`src/rtl/fadd_pkg.sv`:
```
// Shared types and constants for the single-precision add datapath.
//   fp32_t        : IEEE-754 single-precision field view
//   FP32_*        : encoding constants
//   FLG_*         : bit positions in the {nan, inf, ovf} sticky flag vector
//   accum_state_e : fadd_accum_seq controller states
package fadd_pkg;

    typedef struct packed {
        logic        sign;
        logic [7:0]  exp;
        logic [22:0] mant;
    } fp32_t;

    localparam logic [31:0] FP32_POS_ZERO = 32'h0000_0000;
    localparam logic [7:0]  FP32_EXP_MAX  = 8'hFF;

    localparam int unsigned FLG_OVF = 0;
    localparam int unsigned FLG_INF = 1;
    localparam int unsigned FLG_NAN = 2;

    // ACC_EXEC_R is only reachable when the adder output register is built in.
    typedef enum logic [1:0] {
        ACC_IDLE   = 2'd0,
        ACC_EXEC_R = 2'd1,
        ACC_EXEC   = 2'd2,
        ACC_DONE   = 2'd3
    } accum_state_e;

endpackage

```
`src/rtl/fp32_class.sv`:
```
// Combinational NaN / infinity classifier for a single-precision word.
// Ports:
//   word   : 32-bit IEEE-754 single-precision value
//   is_nan : exponent all ones, mantissa non-zero
//   is_inf : exponent all ones, mantissa zero
module fp32_class
    import fadd_pkg::*;
(
    input  logic [31:0] word,
    output logic        is_nan,
    output logic        is_inf
);

    fp32_t w;
    logic  unused_sign;

    assign w           = fp32_t'(word);
    assign unused_sign = w.sign;

    assign is_nan = (w.exp == FP32_EXP_MAX) && (w.mant != 23'd0);
    assign is_inf = (w.exp == FP32_EXP_MAX) && (w.mant == 23'd0);

endmodule

```
`src/rtl/fadd_accum_seq.sv`:
```
// Packet sum controller wrapped around an external combinational fp32 adder.
// Elements arrive on in_* (valid/ready); in_last closes a packet and its sum,
// saturated element count and sticky {nan, inf, ovf} flags leave on out_*.
// fadd_a/fadd_b drive the adder straight from the accumulator and operand
// registers; fadd_res/fadd_ovf come back combinationally.
// Build option: FADD_OUT_REG_EN inserts a register stage on the adder result
// (extra ACC_EXEC_R state), costing one cycle per element.
// Ports:
//   clk, rst                 : clock, synchronous active-high reset
//   in_valid/in_ready        : element handshake; in_data, in_last
//   fadd_a, fadd_b           : adder operands
//   fadd_res, fadd_ovf       : adder result and overflow
//   out_valid/out_ready      : sum handshake; out_sum, out_count, out_flags
module fadd_accum_seq
    import fadd_pkg::*;
#(
    parameter int unsigned CNT_W = 16
) (
    input  logic             clk,
    input  logic             rst,
    input  logic             in_valid,
    output logic             in_ready,
    input  logic [31:0]      in_data,
    input  logic             in_last,
    output logic [31:0]      fadd_a,
    output logic [31:0]      fadd_b,
    input  logic [31:0]      fadd_res,
    input  logic             fadd_ovf,
    output logic             out_valid,
    input  logic             out_ready,
    output logic [31:0]      out_sum,
    output logic [CNT_W-1:0] out_count,
    output logic [2:0]       out_flags
);

    localparam logic [CNT_W-1:0] CNT_MAX = '1;

    accum_state_e     state_q, state_d;
    logic [31:0]      acc_q, acc_d;
    logic [31:0]      op_b_q, op_b_d;
    logic             last_q, last_d;
    logic [CNT_W-1:0] count_q, count_d;
    logic [2:0]       flags_q, flags_d;

    logic [31:0]      sum_src;
    logic             ovf_src;
    logic             nan_r, inf_r;
    logic [2:0]       new_flags;

`ifdef FADD_OUT_REG_EN
    logic [31:0]      res_q, res_d;
    logic             ovf_q, ovf_d;

    assign sum_src = res_q;
    assign ovf_src = ovf_q;
`else
    assign sum_src = fadd_res;
    assign ovf_src = fadd_ovf;
`endif

    fp32_class u_class (
        .word   (sum_src),
        .is_nan (nan_r),
        .is_inf (inf_r)
    );

    always_comb begin
        new_flags          = 3'b000;
        new_flags[FLG_NAN] = nan_r;
        new_flags[FLG_INF] = inf_r;
        new_flags[FLG_OVF] = ovf_src;
    end

    always_comb begin
        state_d   = state_q;
        acc_d     = acc_q;
        op_b_d    = op_b_q;
        last_d    = last_q;
        count_d   = count_q;
        flags_d   = flags_q;
        in_ready  = 1'b0;
        out_valid = 1'b0;
`ifdef FADD_OUT_REG_EN
        res_d     = res_q;
        ovf_d     = ovf_q;
`endif
        case (state_q)
            ACC_IDLE: begin
                in_ready = 1'b1;
                if (in_valid) begin
                    op_b_d  = in_data;
                    last_d  = in_last;
`ifdef FADD_OUT_REG_EN
                    state_d = ACC_EXEC_R;
`else
                    state_d = ACC_EXEC;
`endif
                end
            end
`ifdef FADD_OUT_REG_EN
            ACC_EXEC_R: begin
                res_d   = fadd_res;
                ovf_d   = fadd_ovf;
                state_d = ACC_EXEC;
            end
`endif
            ACC_EXEC: begin
                acc_d   = sum_src;
                flags_d = flags_q | new_flags;
                // Count saturates; the sum keeps accumulating regardless.
                if (count_q != CNT_MAX) begin
                    count_d = count_q + 1'b1;
                end
                state_d = last_q ? ACC_DONE : ACC_IDLE;
            end
            ACC_DONE: begin
                out_valid = 1'b1;
                if (out_ready) begin
                    acc_d   = FP32_POS_ZERO;
                    count_d = '0;
                    flags_d = 3'b000;
                    state_d = ACC_IDLE;
                end
            end
            default: begin
                state_d = ACC_IDLE;
            end
        endcase
    end

    always_ff @(posedge clk) begin
        if (rst) begin
            state_q <= ACC_IDLE;
            acc_q   <= FP32_POS_ZERO;
            op_b_q  <= 32'h0000_0000;
            last_q  <= 1'b0;
            count_q <= '0;
            flags_q <= 3'b000;
`ifdef FADD_OUT_REG_EN
            res_q   <= 32'h0000_0000;
            ovf_q   <= 1'b0;
`endif
        end else begin
            state_q <= state_d;
            acc_q   <= acc_d;
            op_b_q  <= op_b_d;
            last_q  <= last_d;
            count_q <= count_d;
            flags_q <= flags_d;
`ifdef FADD_OUT_REG_EN
            res_q   <= res_d;
            ovf_q   <= ovf_d;
`endif
        end
    end

    assign fadd_a    = acc_q;
    assign fadd_b    = op_b_q;
    assign out_sum   = acc_q;
    assign out_count = count_q;
    assign out_flags = flags_q;

endmodule

```
`config.mk`:
```
export PLATFORM = sky130hd
export DESIGN_NAME = fadd_accum_seq
export DESIGN_NICKNAME = d
export VERILOG_FILES = /design/src/rtl/fadd_pkg.sv /design/src/rtl/fp32_class.sv /design/src/rtl/fadd_accum_seq.sv
export SDC_FILE = /design/constraint.sdc
export NUM_CORES = 1
export LEC_CHECK = 0
export ABC_AREA = 1
export CAP_MARGIN = 30
export CORE_MARGIN = 2
export CORE_UTILIZATION = 41
export DETAILED_ROUTE_END_ITERATION = 10
export PLACE_DENSITY = 0.83
export SYNTH_ARGS = -nofsm -noshare
export SYNTH_HDL_FRONTEND = slang
export SYNTH_SLANG_ARGS = --single-unit
```
`constraint.sdc`:
```
create_clock -name clk -period 3.16 [get_ports clk]
set_input_delay 0.632 -clock clk [delete_from_list [all_inputs] [get_ports clk]]
set_output_delay 0.632 -clock clk [all_outputs]
set_load 0.01 [all_outputs]
```
=== Word level (Yosys, flattened, before mapping) ===
Cells that the tools add are included.

* Register bits: 86
* Bits in latches: 0
* Memory bits (writable): 0
* Bits in read-only memories: 0
* Output and inout bits: 117
* Word-level logic and storage cells: 38
* Memories: 0

* $add $sub $neg: 1
* Multipliers: 0
* Divide/modulo/power cells: 0
* $lt $le $gt $ge: 0
* Equal/unequal tests: 7
* Shift-type cells: 0
* Mux-type cells: 13
* Bitwise logic cells: 1
* Reductions and logical operators: 10

{| class="wikitable"
|+ Operators by type and width
! kind !! count
|-
| 32-bit one-hot mux with 2 select lines || 1
|-
| 16-bit 2-to-1 mux || 2
|-
| 32-bit 2-to-1 mux || 1
|-
| 16-bit one-hot mux with 2 select lines || 1
|-
| 23-bit zero test || 1
|-
| 23-bit nonzero test || 1
|-
| 16-bit by 1-bit adder with 16-bit output (second input constant) || 1
|-
| 16-bit inequality test (second input constant) || 1
|-
| 8-bit == test (second input constant) || 1
|-
| 2-bit 2-to-1 mux || 3
|-
| 2-bit inequality test (second input constant) || 3
|-
| 2-bit one-hot mux with 3 select lines || 1
|-
| 3-bit one-hot mux with 2 select lines || 1
|-
| 2-bit AND reduction || 3
|-
| 2-bit == test (second input constant) || 2
|-
| 3-bit 2-to-1 mux || 1
|-
| 3-bit OR || 1
|-
| 3-bit AND reduction || 1
|-
| 1-bit logical AND || 2
|-
| 2-bit zero test || 1
|-
| 1-bit 2-to-1 mux || 2
|-
| 2-bit nonzero test || 1
|}

=== Longest topological paths before layout ===
* Word-level depth: 4
* Gate-level depth with buffers: 10
* Gate-level depth less buffers: 10

=== Modules after synthesis ===
A second synthesis with hierarchy kept.

* Cell total of the unflattened synthesis: 572
* Area total of the unflattened synthesis: 3957.5 um^2

{| class="wikitable"
|+ Modules (own cells, without submodules)
! module !! times used !! cells an instance !! area an instance (um^2) !! seq. area each (um^2)
|-
| fadd_accum_seq || 1 || 538 || 3827.4 || 1721.7
|-
| fp32_class || 1 || 34 || 130.1 || 0.0
|}

=== Worst setup path after synthesis ===
No wires, ideal clock.

* Path type: reg-to-reg
* Start: reg count_q[0], in the netlist out_count[0]
* End: reg count_q[10], in the netlist out_count[10]
* Setup time: 132 ps
* Data arrival time: 1424 ps
* Required time: 3028 ps
* Path slack: 1604 ps
* Cell stages (with the launch flop): 10
* Cell sequence: dfxtp_1 ha_1 nand3_1 nor2_4 nand4_1 nand2_2 nand2_2 buf_2 nand2_1 a21oi_1

* Cells in the longest elaborated chain, start to end: 3
* Elaborated cells between the ends (all ways): 6
* Classes of those cells: add/sub: 1; eq/ne: 2; mux: 2; reduce/logical: 1

{| class="wikitable"
|+ RTL lines
! what !! line !! RTL
|-
| start, declared || fadd_accum_seq.sv:42 || <nowiki>logic [CNT_W-1:0] count_q, count_d;</nowiki>
|-
| start signal, assigned || fadd_accum_seq.sv:148 || <nowiki>count_q <= count_d;</nowiki>
|-
| 16-bit by 1-bit adder with 16-bit output or 16-bit inequality test (tied branches) || fadd_accum_seq.sv:112, fadd_accum_seq.sv:111 ||
|-
| 16-bit 2-to-1 mux or 2-bit inequality test (tied branches) || - ||
|-
| 16-bit one-hot mux with 2 select lines or 3-bit AND reduction (tied branches) || - ||
|}

Parallel ways exist; a longest one is shown, timed or not. The select of a mux whose other input is x is not followed.
A chain may end at the register's enable or synchronous reset.

=== Worst setup path after layout ===
* Start: reg state_q[1]
* End: out out_valid

* Cells in the longest elaborated chain, start to end: 2

{| class="wikitable"
|+ RTL lines
! what !! line !! RTL
|-
| start, declared || fadd_accum_seq.sv:38 || <nowiki>accum_state_e state_q, state_d;</nowiki>
|-
| start signal, assigned || fadd_accum_seq.sv:144 || <nowiki>state_q <= state_d;</nowiki>
|-
| 2-bit == test || fadd_accum_seq.sv:87 || <nowiki>case (state_q)</nowiki>
|-
| 1-bit 2-to-1 mux || fadd_accum_seq.sv:87 ||
|-
| end, declared || fadd_accum_seq.sv:29 || <nowiki>output logic out_valid,</nowiki>
|}

No other way between the ends.

==> impl_metrics.py <==
metrics = {
    "drt": {
        "first_pass_iters": 4,
        "routed.top_layer": "met4",
        "wl_met3_um": 972,
        "antenna_left": 0,
        "vias": 4015,
        "drcViolationCount": 0,
        "first_iter_violations": 199,
        "wirelength_met1_um": 4427,
        "routedWlPerCell_um": 13.42,
        "dr_wl_met2_um": 5434,
        "viasPerCell": 4.920,
        "wl_um": 10950,
    },
    "floorplan": {
        "dieArea_um2": 10230,
        "num_io_pins": 187,
        "rows": 35,
        "die_x_um": 101.1,
        "core_um2": 9196,
        "start_util": 0.4207,
        "die_y_um": 101.1,
    },
    "timing": {
        "hold_violations": 0,
        "setup_tns_ns": 0,
        "clock.fmax_ghz": 0.4150,
        "hold_slack_ns": 0.4502,
        "setup_viol": 0,
        "drv_slew": 0,
        "slew_headroom": 0.6424,
        "rsz0062_at_grt": "false",
        "fin_skew_ns": 0.01156,
        "period_needed_ns": 2.410,
        "worst_pin_slew_ns": 0.5356,
        "fin_crit_sh": 0.7626,
    },
    "worst_setup_path": {
        "arrival_ns": 1.78,
        "cp-end-kind": "primary output",
        "start_kind": "flop",
        "critical_path_class": "flop to primary output",
        "crit_required_ns": 2.53,
        "path_max_fanout": 13,
    },
    "logic_synthesis": {
        "synth-seq-area-share": 0.4450,
        "postSynth.asyncResetShare": 0,
        "synth_edf_count": 0,
        "yosys.area.top_type": "dfxtp_1",
        "synth_nets": 627,
        "synth_top_family_by_area": "simple AND/OR/NAND/NOR gates",
        "synth_cells": 556,
        "syn_area_per_cell_um2": 6.958,
        "synth-simple-area-share": 0.3182,
        "synthAdderAreaFrac": 0.003234,
        "ys.flop_type": "dfxtp_1",
        "synthMuxAreaShare": 0,
        "synth_top_area_share": 0.4450,
        "netlist_area_um2": 3869,
        "ys_ff_latch": 86,
        "yosys-top-cells-area": "dfxtp_1 45%, nand2_1 13%, nor2_1 10%",
        "yosysWarnings": 0,
        "synth_compound_area_frac": 0.1100,
        "yosys.area_share.xor_xnor": 0.004528,
        "synth_cell_type_count": 27,
    },
    "clock_network": {
        "cts_sinks": 86,
        "post-cts-setup-buffers": 0,
        "hold_buffers": 0,
        "htreeDepth": 3,
        "path_clk_slew_ns": 0.08,
        "clockBufferDepth": 2,
        "numCtsBuffers": 9,
        "cts_tree": "built",
        "clock_latency_ns": 0.35,
        "post_cts_resized": 0,
        "root_buffer": "clkbuf_8",
    },
    "global_route": {
        "antenna_found_initial": 0,
        "track_usage": 0.2081,
        "grt_pass1_vias": 3650,
        "grt_pass1_wl_um": 17190,
        "grt_max_degree": 45,
        "grt_overflow_total": 0,
    },
    "pwr": {
        "leakagePower_nw": 2.160,
        "p_total_mw": 2.376,
        "powerDensity_nw_per_um2": 415.3,
        "vdd_drop_max_mv": 0.2946,
    },
    "placement": {
        "dp_hpwl_um": 8263,
        "dp.cells": 800,
        "io_buffers": 186,
        "globalplace.congestion": 0.8632,
        "post_dp_cell_area_um2": 5548,
    },
    "layout": {
        "drive_above_1_share": 0.05106,
        "n_antenna_cell": 0,
        "final_cells": 816,
        "postLayoutCellArea_um2": 5720,
        "final_nets": 771,
        "synthToLayoutAreaGrowth_pct": 47.87,
    },
    "flow_run": {
        "max_cap_violations": 0,
    },
    "outcome": {
        "status": "complete, no violations",
    },
    "hold_path": {
        "hold_path.class": "flop to flop",
    },
}
==> cells in the mapped netlist (2+ instances only) <==
master and n:
nor3b_1 2, nor2_2 3, inv_2 6, nor3_1 4, nor2_4 2, nand4_1 9
nor2_1 107, nand2_2 4, o21ai_0 37, a21oi_1 47, inv_1 23, buf_4 32
nand2_1 134, clkbuf_1 16, buf_2 8, dfxtp_1 86, nand3_1 26
==> final timing paths <==
check        slack, ns           end          from  cells after the start
max               0.75     out_valid    state_q[1]                      3
min               0.45  out_flags[0]  out_flags[0]                      2
max reg2reg       1.20     fadd_a[5]    state_q[1]                      7
min reg2reg       0.45  out_flags[0]  out_flags[0]                      2
==> cells by family after synthesis <==
kind of cell	count (synthesis)
DFF	86
adders and majority gates	1
and+or+nand+nor	296
AOI/OAI and AO/OA	85
xor gates and xnor gates	2
buffers and inverters	86
==> report_power, final <==
group | switching [mW] | internal, mW | leakage (nW)
registers | 0.0456 | 1.15 | 0.706
clock network | 0.401 | 0.290 | 0.0793
logic | 0.219 | 0.270 | 1.38
==> cells in the final DEF, fill, tap and decap left out, types with 6 or more instances in the layout <==
cell             instances
inv_2                    6
dfxtp_1                 86
clkdlybuf4s50_1        186
nand4_1                  9
nand2_1                134
nor2_1                 107
inv_1                   23
clkbuf_8                 9
nand3_1                 26
o21ai_0                 37
a21oi_1                 47
==> layout make-up <==
| cell class | count | area, um2 |
|---|---|---|
| multi-input combinational | 384 | 1687 |
| inverter | 29 | 108.9 |
| clock inverter | 6 | 45.04 |
| fill | 829 | 3476 |
| sequential | 86 | 1722 |
| clock buffer | 10 | 127.6 |
| tap | 111 | 138.9 |
| timing repair buffer | 190 | 1892 |
==> routing by layer <==
layer / global-route usage / up-vias
li1: - / 2029
met1: 0.2468 / 1825
met2: 0.3540 / 153
met3: 0.07591 / 8
met4: 0.06029 / 0
met5: 0 / -
==> registers in the layout, indices dropped and copies added (netlist names) <==
register / flops
out_flags: 3
fadd_a: 32
fadd_b: 32
state_q: 2
last_q: 1
out_count: 16
==> metrics by stage <==
step | util | worst slack, ns
after global placement | 0.6033 | 1.034
final | 0.6220 | 0.7501
after floorplan | - | 1.604
after CTS | 0.6220 | 0.7508
after global routing | 0.6220 | 0.6463
after detailed placement | 0.6033 | 0.8987
==> critical path, stage by stage, from the launching register on <==
cell	delay, ns
dfxtp_1	0.40
nand2_1	0.20
inv_2	0.25
clkdlybuf4s50_1	0.59
No activity file was read; power rests on OpenSTA's default activity.
